## src/rtl/ecc_rmw_ctrl.sv

```systemverilog
// rtl/ecc_rmw_ctrl.sv - ECC read-modify-write controller for byte-masked 64-bit writes (option: ECC_RMW_TIMEOUT_EN)
module ecc_rmw_ctrl #(
    parameter int ADDR_WIDTH     = 16,
    parameter int TIMEOUT_CYCLES = 16
) (
    input  logic                  clk,
    input  logic                  rst_n,
    input  logic                  req_valid,
    output logic                  req_ready,
    input  logic [ADDR_WIDTH-1:0] req_addr,
    input  logic [63:0]           req_wdata,
    input  logic [7:0]            req_be,
    output logic [63:0]           enc_data,
    input  logic [7:0]            enc_ecc,
    output logic                  mem_en,
    output logic                  mem_we,
    output logic [ADDR_WIDTH-1:0] mem_addr,
    output logic [63:0]           mem_wdata,
    output logic [7:0]            mem_wecc,
    input  logic                  mem_gnt,
    input  logic                  mem_rvalid,
    input  logic [63:0]           mem_rdata,
    output logic                  done,
    output logic                  err,
    output logic                  timeout_flag
);

    typedef enum logic [2:0] {
        IDLE = 3'd0,
        RD   = 3'd1,
        WAIT = 3'd2,
        WR   = 3'd3,
        DONE = 3'd4
    } state_t;

    // The read-response counter needs at least one cycle of patience.
    if (TIMEOUT_CYCLES < 1) begin : g_timeout_range_check
        $error("ecc_rmw_ctrl: TIMEOUT_CYCLES must be at least 1");
    end

    state_t                  state_q;
    state_t                  state_d;
    logic [ADDR_WIDTH-1:0]   addr_q;
    logic [63:0]             wdata_q;
    logic [7:0]              be_q;
    logic [63:0]             merge_q;
    logic [63:0]             rmw_merge;
    logic                    accept;
    logic                    rd_resp;

    assign accept   = req_valid && req_ready;
    // Read data is only meaningful while a read is outstanding; stray beats elsewhere are dropped.
    assign rd_resp  = (state_q == WAIT) && mem_rvalid;
    assign enc_data = merge_q;

`ifdef ECC_RMW_TIMEOUT_EN
    localparam int                CNT_W    = (TIMEOUT_CYCLES > 1) ? $clog2(TIMEOUT_CYCLES) : 1;
    localparam logic [CNT_W-1:0]  CNT_LAST = CNT_W'(TIMEOUT_CYCLES - 1);

    logic [CNT_W-1:0] wait_cnt_q;
    logic             err_q;
    logic             timeout_q;
    logic             expire;

    // Last allowed WAIT cycle passed with no response: give up on the write.
    assign expire = (state_q == WAIT) && !mem_rvalid && (wait_cnt_q == CNT_LAST);

    // Count cycles spent in WAIT; latch the error for the DONE pulse and the sticky flag.
    always_ff @(posedge clk or negedge rst_n) begin
        if (!rst_n) begin
            wait_cnt_q <= '0;
            err_q      <= 1'b0;
            timeout_q  <= 1'b0;
        end else begin
            if (state_q == WAIT) begin
                wait_cnt_q <= wait_cnt_q + 1'b1;
            end else begin
                wait_cnt_q <= '0;
            end
            if (accept) begin
                err_q <= 1'b0;
            end else if (expire) begin
                err_q <= 1'b1;
            end
            if (expire) begin
                timeout_q <= 1'b1;
            end
        end
    end

    assign err          = (state_q == DONE) && err_q;
    assign timeout_flag = timeout_q;
`else
    assign err          = 1'b0;
    assign timeout_flag = 1'b0;
`endif

    // Byte merge of old memory contents with the enabled bytes of the new data.
    always_comb begin
        rmw_merge = mem_rdata;
        for (int i = 0; i < 8; i++) begin
            if (be_q[i]) begin
                rmw_merge[8*i +: 8] = wdata_q[8*i +: 8];
            end
        end
    end

    // State register.
    always_ff @(posedge clk or negedge rst_n) begin
        if (!rst_n) begin
            state_q <= IDLE;
        end else begin
            state_q <= state_d;
        end
    end

    // Request capture and the merged word that feeds the encoder.
    always_ff @(posedge clk or negedge rst_n) begin
        if (!rst_n) begin
            addr_q  <= '0;
            wdata_q <= '0;
            be_q    <= '0;
            merge_q <= '0;
        end else begin
            if (accept) begin
                addr_q  <= req_addr;
                wdata_q <= req_wdata;
                be_q    <= req_be;
                if (req_be == 8'hFF) begin
                    merge_q <= req_wdata;
                end
            end else if (rd_resp) begin
                merge_q <= rmw_merge;
            end
        end
    end

    // Next-state logic: full writes skip the read, empty masks skip memory entirely.
    always_comb begin
        state_d = state_q;
        case (state_q)
            IDLE: begin
                if (accept) begin
                    if (req_be == 8'h00) begin
                        state_d = DONE;
                    end else if (req_be == 8'hFF) begin
                        state_d = WR;
                    end else begin
                        state_d = RD;
                    end
                end
            end
            RD: begin
                if (mem_gnt) begin
                    state_d = WAIT;
                end
            end
            WAIT: begin
                if (mem_rvalid) begin
                    state_d = WR;
                end
`ifdef ECC_RMW_TIMEOUT_EN
                else if (expire) begin
                    state_d = DONE;
                end
`endif
            end
            WR: begin
                if (mem_gnt) begin
                    state_d = DONE;
                end
            end
            DONE: begin
                state_d = IDLE;
            end
            default: begin
                state_d = IDLE;
            end
        endcase
    end

    // Memory command and handshake outputs; commands hold steady until granted.
    always_comb begin
        req_ready = 1'b0;
        mem_en    = 1'b0;
        mem_we    = 1'b0;
        mem_addr  = '0;
        mem_wdata = '0;
        mem_wecc  = '0;
        done      = 1'b0;
        case (state_q)
            IDLE: begin
                req_ready = rst_n;
            end
            RD: begin
                mem_en   = 1'b1;
                mem_addr = addr_q;
            end
            WR: begin
                mem_en    = 1'b1;
                mem_we    = 1'b1;
                mem_addr  = addr_q;
                mem_wdata = merge_q;
                mem_wecc  = enc_ecc;
            end
            DONE: begin
                done = 1'b1;
            end
            default: begin
            end
        endcase
    end

endmodule
```

## config.mk

```make
export PLATFORM = sky130hd
export DESIGN_NAME = ecc_rmw_ctrl
export DESIGN_NICKNAME = d
export VERILOG_FILES = /design/src/rtl/ecc_rmw_ctrl.sv
export SDC_FILE = /design/constraint.sdc
export NUM_CORES = 1
export LEC_CHECK = 0
export ABC_AREA = 1
export ABC_CLOCK_PERIOD_IN_PS = 2500
export BUFFER_PORTS_ARGS = -buffer_cell sky130_fd_sc_hd__buf_2
export CAP_MARGIN = 20
export CORE_MARGIN = 10
export CORE_UTILIZATION = 50
export CTS_BUF_LIST = sky130_fd_sc_hd__clkbuf_8
export CTS_CLUSTER_SIZE = 16
export DETAILED_ROUTE_END_ITERATION = 12
export PLACE_DENSITY = 0.86
export SKIP_CTS_REPAIR_TIMING = 1
export SYNTH_ARGS = -nofsm -noshare
export SYNTH_HDL_FRONTEND = slang
export SYNTH_SLANG_ARGS = --single-unit
```

## constraint.sdc

```tcl
create_clock -name clk -period 2.5 [get_ports clk]
set_input_delay 0.125 -clock clk [delete_from_list [all_inputs] [get_ports clk]]
set_output_delay 0.125 -clock clk [all_outputs]
set_load 0.1 [all_outputs]
```

---- After elaboration in Yosys (flattened, before gate mapping) ----
Index checks and enable logic that the tools add are counted.
word-level totals
  flip-flop bits (word level) ............. 155
  bits of input ports ..................... 165
  output and inout bits ................... 158
  logic and storage cells ................. 48
cells by class
  equal/unequal tests ..................... 10
  mux-type cells .......................... 25
  reductions and logical operators ........ 8
operators with widths
  operator                                             number
  two-way mux 64 bit                                   4
  two-way mux 8 bit                                    9
  two-way mux 16 bit                                   1
  two-way mux 3 bit                                    5
  one-hot mux 3 bit (4 select lines)                   1
  equality test 8 bit, second input constant           1
  logical NOT 8 bit                                    1
  != test 2 bit, second input constant                 4
  equality test 3 x 2 -> 1 bit, second input constant  2
  two-way mux 1 bit                                    4
  AND reduction 4 bit                                  1
  equality test 3 x 1 -> 1 bit, second input constant  1
  equality test 3 bit, second input constant           1
  logical NOT 3 bit                                    1
  logical AND 1 bit                                    2
  two-way mux 2 bit                                    1
  != test 2 x 1 -> 1 bit, second input constant        1
  AND reduction 2 bit                                  1
  nonzero test 2 bit                                   1
  OR reduction 2 bit                                   1

---- Depth between registers and ports, before layout ----
Gate-level depths: netlist (run 1).
  depth in word-level cells ............... 5
  depth in mapped cells ................... 9
  gate-level depth less buffers ........... 8

---- Least setup slack after synthesis (run 1) ----
OpenSTA, ideal clock, no wires.
  path kind ............................... reg2out
  start point ............................. reg state_q[0]
  end point ............................... out mem_wdata[0]
  arrival ................................. 4.545 ns
  data required time ...................... 2.375 ns
  setup slack ............................. -2.170 ns
  cell stages (with the launch flop) ...... 8
  buffers on the path ..................... 1
  cells stage by stage .................... dfrtp_1 inv_1 nor2_2 inv_2 nor2_1 inv_2 buf_2 nor2_1
between the ends
  cells in the longest elaborated chain, start to end .. 2
ends and longest elaborated chain
  element                       line  source
  start: declaration            41    state_t state_q;
  start signal: assignment      113   state_q <= state_d;
  equality test 3 x 2 -> 1 bit  191   case (state_q)
  two-way mux 64 bit            191
  end: declaration              18    output logic [63:0] mem_wdata,
Every way passes these cells.

---- Worst setup path in the final report (run 1) ----
  start point ............................. reg state_q[0]
  end point ............................... out mem_wdata[7]
The elaborated chain is that of the path after synthesis.

==> flow_summary.json, run 1 <==
{
  "status": "complete, no violations",
  "crit_chain": "inv_2 -> nor2_4 -> inv_4 -> nor2_4 -> inv_4 -> buf_4 -> nor2_1 -> clkbuf_4",
  "worst-r2r-setup-slack_ns": 0.66,
  "die_w_um": 148,
  "gp_congestion": 0.881,
  "avgSynthCellArea_sq_um": 6.74,
  "yosysSeqAreaShare": 0.473,
  "finalNonFillerCells": 1818,
  "critPathMaxFanout": 32,
  "synth_flop_cell": "dfrtp_1",
  "core_area_sq_mm": 0.0160,
  "vias": 8919,
  "timing.fmax_mhz": 422,
  "synth_common_cells": "nand2_1 (569), inv_1 (160), dfrtp_1 (155), nor2_1 (97), o21ai_0 (83)",
  "cp_top_family": "buffers and inverters",
  "nets": 1752,
  "power.leakage_uw": 0.00681,
  "cts_tree": "yes",
  "period_minus_slack_ns": 2.37,
  "syn_to_final_growth_pct": 39.4,
  "grt_max_degree": 87,
  "drc_errors": 0,
  "place_hpwl_um": 19100,
  "synth-seq-cells": 155,
  "finClkSkew_ns": 0.0161,
  "ant_nets": 0,
  "viasPerCell": 4.91,
  "grt-ovfl-total": 0,
  "critical-path-max-stage-delay_ns": 0.40,
  "finalCritPeriodShare": 0.949,
  "dr.pass1.iters": 8,
  "cts_num_sinks": 155,
  "endpoint_kind": "output pin",
  "drtIter0Drc": 558,
  "worstSetupPathType": "reg -> out",
  "dp_slack_ns": 0.524,
  "port_buffers": 320,
  "critPathLaunchType": "register",
  "grt_pass1_wl_um": 41100,
  "synth-edff-count": 0,
  "setup_viol": 0,
  "numCtsBuffers": 17,
  "n_fill_cell": 1173,
  "hold_class": "in -> reg",
  "finalMaxSlewViolations": 0,
  "max_cap_violations": 0,
  "die_y_um": 148,
  "wl_um": 29300,
  "dp_cells": 1694,
  "tightest_slew_ns": 0.887,
  "worst_hold_slack_ns": 0.102,
  "synthCells": 1216,
  "antenna_found_initial": 4,
  "crit_required_ns": 2.38,
  "worst_ep_arrival_time_ns": 2.25,
  "vdd_drop_max_uv": 1560,
  "wl_per_cell_um": 16.1,
  "ys_top_cells_by_area": "dfrtp_1 (47%), nand2_1 (26%), inv_1 (7.3%)",
  "clockBufferDepth": 2,
  "clkTransAtPathRegs_ns": 0.09,
  "grt_pass1_vias": 8040,
  "synth_largest_area_cell": "dfrtp_1",
  "ys_warn_count": 0,
  "synthArstFlopShare": 1.00,
  "syn_area_sq_mm": 0.00820,
  "hold_viol": 0,
  "design.portCount": 323,
  "drive_gt1_frac": 0.250,
  "setup_slack_ns": 0.128,
  "track_usage": 0.232,
  "cp_slowest_cell": "dfrtp_1",
  "synth.top_cell.area_share": 0.473,
  "row_count": 46,
  "critPathBufInv": 5,
  "powerDensity_mw_per_mm2": 1470,
  "synth_cell_type_count": 19,
  "initial_utilization": 0.512,
  "clk_latency_ns": 0.45,
  "slew_headroom": 0.408,
  "htree_levels": 4,
  "die_area_sq_mm": 0.0219,
  "synthMostInstantiatedCell": "nand2_1",
  "clockRootBuffer": "clkbuf_8"
}
layer usage:
metal	share of wire	vias up	track usage
li1	-	4351	-
met1	0.37	4039	0.274
met2	0.49	450	0.381
met3	0.099	79	0.0794
met4	0.032	0	0.0917
met5	0	-	0
placed cells by master, fill, tap and decap left out, types with 13 or more instances in the layout:
master,Yosys,final
nor2_2,3,13
clkbuf_8,0,18
dfrtp_1,155,155
buf_4,10,16
clkbuf_4,0,25
nand3_1,68,68
o21ai_0,83,83
nand2_1,569,568
inv_1,160,159
nor2_4,0,19
buf_2,23,288
dlygate4sd3_1,0,90
nor2_1,97,68
worst register-to-register path, cell delays in order (launching register included):
cell     delay (ns)
dfrtp_1        0.44
nor2_2         0.16
nand3_1        0.15
nor2_4         0.16
buf_4          0.43
nand2_1        0.17
nand2_1        0.12
nand2_1        0.06
nand2_1        0.08
flip-flops by register name, summed over array words and instances, names as in the netlist:
signal	flops
addr_q	16
be_q	8
enc_data	64
state_q	3
wdata_q	64
cell type report:
| type | instances | area, sq um | area share |
|---|---|---|---|
| clock buffer | 18 | 248 | 0.0217 |
| clock inverter | 11 | 195 | 0.0171 |
| antenna | 5 | 12.5 | 0.00110 |
| timing repair buffer | 423 | 2720 | 0.238 |
| multi-input combinational | 828 | 3490 | 0.305 |
| sequential | 155 | 3880 | 0.339 |
| tap | 216 | 270 | 0.0237 |
| inverter | 162 | 613 | 0.0537 |
per-stage QoR:
step / setup TNS, ns / util / area [sq um] / total power (uW)
final: 0 / 0.714 / 11400 / 16700
after global routing: -0.0630 / 0.714 / 11400 / 17700
after CTS: 0 / 0.652 / 10400 / 16500
after detailed placement: 0 / 0.624 / 9990 / 14300
after global placement: 0 / 0.624 / 9990 / 14200
after floorplan: -49.08 / - / 8380 / 12600
logic make-up after synthesis:
kind of cell    count (synthesis)  synth area share
simple gates                  742             0.352
buf+inv                       234             0.123
flops                         155             0.473
compound gates                 84            0.0513
other cells                     1          0.000458
power by group:
group          switching (uW)  internal (uW)
Sequential                974           3610
Clock                     953           1200
Combinational            8070           1940
worst paths after layout:
check / from / endpoint / cells past startpoint
min in group asynchronous: rst_n / enc_data[0]$_DFFE_PN0P_ / 2
max in group asynchronous: rst_n / addr_q[2]$_DFFE_PN0P_ / 3
min: mem_rdata[22] / enc_data[22]$_DFFE_PN0P_ / 7
max reg2reg: state_q[1]$_DFFE_PN0P_ / enc_data[40]$_DFFE_PN0P_ / 8
max: state_q[0]$_DFFE_PN0P_ / mem_wdata[7] / 8
min reg2reg: wdata_q[18]$_DFFE_PN0P_ / wdata_q[18]$_DFFE_PN0P_ / 2
(Power assumes the default switching activity.)
==> inputs of run 2 (changes only) <==
- PLACE_DENSITY: 0.86 -> 0.82
==> flow_summary.json, run 2 (synthesized netlist as in run 1, its figures left out) <==
{
  "status": "complete, no violations",
  "slew_headroom": 0.365,
  "dr_wl_met3_um": 2670,
  "antenna_found_initial": 2,
  "viasPerCell": 4.96,
  "finClkSkew_ns": 0.0190,
  "grt-ovfl-total": 0,
  "core_area_sq_mm": 0.0160,
  "hold_class": "in -> async",
  "seq_area_sq_mm": 0.00388,
  "die_area_sq_mm": 0.0219,
  "clockRootBuffer": "clkbuf_8",
  "finalNonFillerCells": 1815,
  "wl_met1_um": 10900,
  "vdd_drop_max_uv": 1220,
  "row_count": 46,
  "critPathMaxFanout": 30,
  "drtIter0Drc": 704,
  "vias": 9010,
  "max_cap_violations": 0,
  "reg2reg_depth": 8,
  "worst-r2r-setup-slack_ns": 0.63,
  "syn_to_final_growth_pct": 38.5,
  "timing.fmax_mhz": 416,
  "hold_viol": 0,
  "power.leakage_uw": 0.00678,
  "die_y_um": 148,
  "cts_tree": "yes",
  "die_w_um": 148,
  "multi_input_area_sq_mm": 0.00349,
  "design.portCount": 323,
  "period_minus_slack_ns": 2.41,
  "dr.pass1.iters": 6,
  "finalCritPeriodShare": 0.962,
  "clockBufferDepth": 2,
  "crit_required_ns": 2.38,
  "track_usage": 0.231,
  "setup_viol": 0,
  "grt_max_degree": 105,
  "dp_cells": 1693,
  "gp_congestion": 0.834,
  "wl_um": 28900,
  "r2r-end": "enc_data[48]$_DFFE_PN0P_",
  "cts_num_sinks": 155,
  "place_hpwl_um": 18700,
  "clkTransAtPathRegs_ns": 0.08,
  "worstSetupPathType": "reg -> out",
  "cp-startpoint": "state_q[0]$_DFFE_PN0P_",
  "wl_per_cell_um": 15.9,
  "port_buffers": 320,
  "top_layer_used": "met4",
  "htree_levels": 4,
  "initial_utilization": 0.512,
  "drc_errors": 0,
  "wl_met2_um": 14500,
  "crit_path_end": "mem_wecc[1]",
  "drive_gt1_frac": 0.249,
  "worst_ep_arrival_time_ns": 2.28,
  "final_cell_mix": "nand2_1 (568), buf_2 (290), inv_1 (160)",
  "tightest_slew_ns": 0.952,
  "final_util": 0.709,
  "grt_pass1_vias": 8213,
  "power_uw": 16400,
  "critPathLaunchType": "register",
  "layout_commonest_cell": "nand2_1",
  "endpoint_kind": "output pin",
  "numCtsBuffers": 17,
  "clk_latency_ns": 0.46,
  "ant_nets": 0,
  "finalMaxSlewViolations": 0,
  "powerDensity_mw_per_mm2": 1450,
  "n_fill_cell": 1240,
  "nets": 1751,
  "r2r_start": "state_q[1]$_DFFE_PN0P_",
  "grt_pass1_wl_um": 41300
}
run 2: cell types whose count changed in the layout (fill, tap and decap cells not counted), sizes merged:
cell / previous run / this run
buf: 308 / 303
clkinvlp: 3 / 4
clkbuf: 43 / 48
diode: 5 / 2
inv: 163 / 165
bufinv: 5 / 2
run 2: worst max-delay path, cell delays in order, from the launching register on:
cell and delay, ns:
dfrtp_1 0.40, inv_2 0.08, nor2_4 0.16, inv_4 0.13
nor2_4 0.17, inv_6 0.13, buf_12 0.21, nor2_4 0.10
buf_2 0.43
run 2: area by class of cell:
type                       instances  area share
clock inverter                    11      0.0107
timing repair buffer             422       0.239
antenna                            2    0.000441
inverter                         162      0.0542
multi-input combinational        828       0.307
tap                              216      0.0238
sequential                       155       0.342
clock buffer                      19      0.0230
run 2: metal layers:
metal	vias to the layer above	track usage
li1	4339	-
met1	4156	0.272
met2	448	0.388
met3	67	0.0711
met4	0	0.0882
met5	-	0
run 2: stage by stage:
stage | cell area [sq um] | setup slack, ns | setup TNS [ns] | hold slack (ns)
floorplan | 8380 | -0.853 | -49.08 | -0.171
global placement | 9980 | 0.551 | 0 | -0.0461
detailed placement | 9980 | 0.491 | 0 | -0.0459
CTS | 10400 | -0.0216 | -0.112 | -0.539
global route | 11400 | -0.0367 | -0.184 | 0.0707
finish | 11400 | 0.0949 | 0 | 0.0973
run 2: power breakdown:
| part | total [uW] | internal, uW | switching [uW] |
|---|---|---|---|
| combinational | 9970 | 1940 | 8040 |
| sequential | 4570 | 3610 | 962 |
| clock | 1870 | 927 | 942 |
run 2: worst min-delay path by stage:
| stage | slack [ns] | end | startpoint | cells after the start |
|---|---|---|---|---|
| after detailed placement | -0.05 | wdata_q[30]$_DFFE_PN0P_ | rst_n | 1 |
| after global routing | 0.07 | wdata_q[28]$_DFFE_PN0P_ | rst_n | 2 |
| after CTS | -0.54 | wdata_q[30]$_DFFE_PN0P_ | rst_n | 1 |
| final | 0.1 | wdata_q[30]$_DFFE_PN0P_ | rst_n | 2 |
| after floorplan | -0.17 | addr_q[0]$_DFFE_PN0P_ | rst_n | 0 |
| after global placement | -0.05 | wdata_q[30]$_DFFE_PN0P_ | rst_n | 1 |
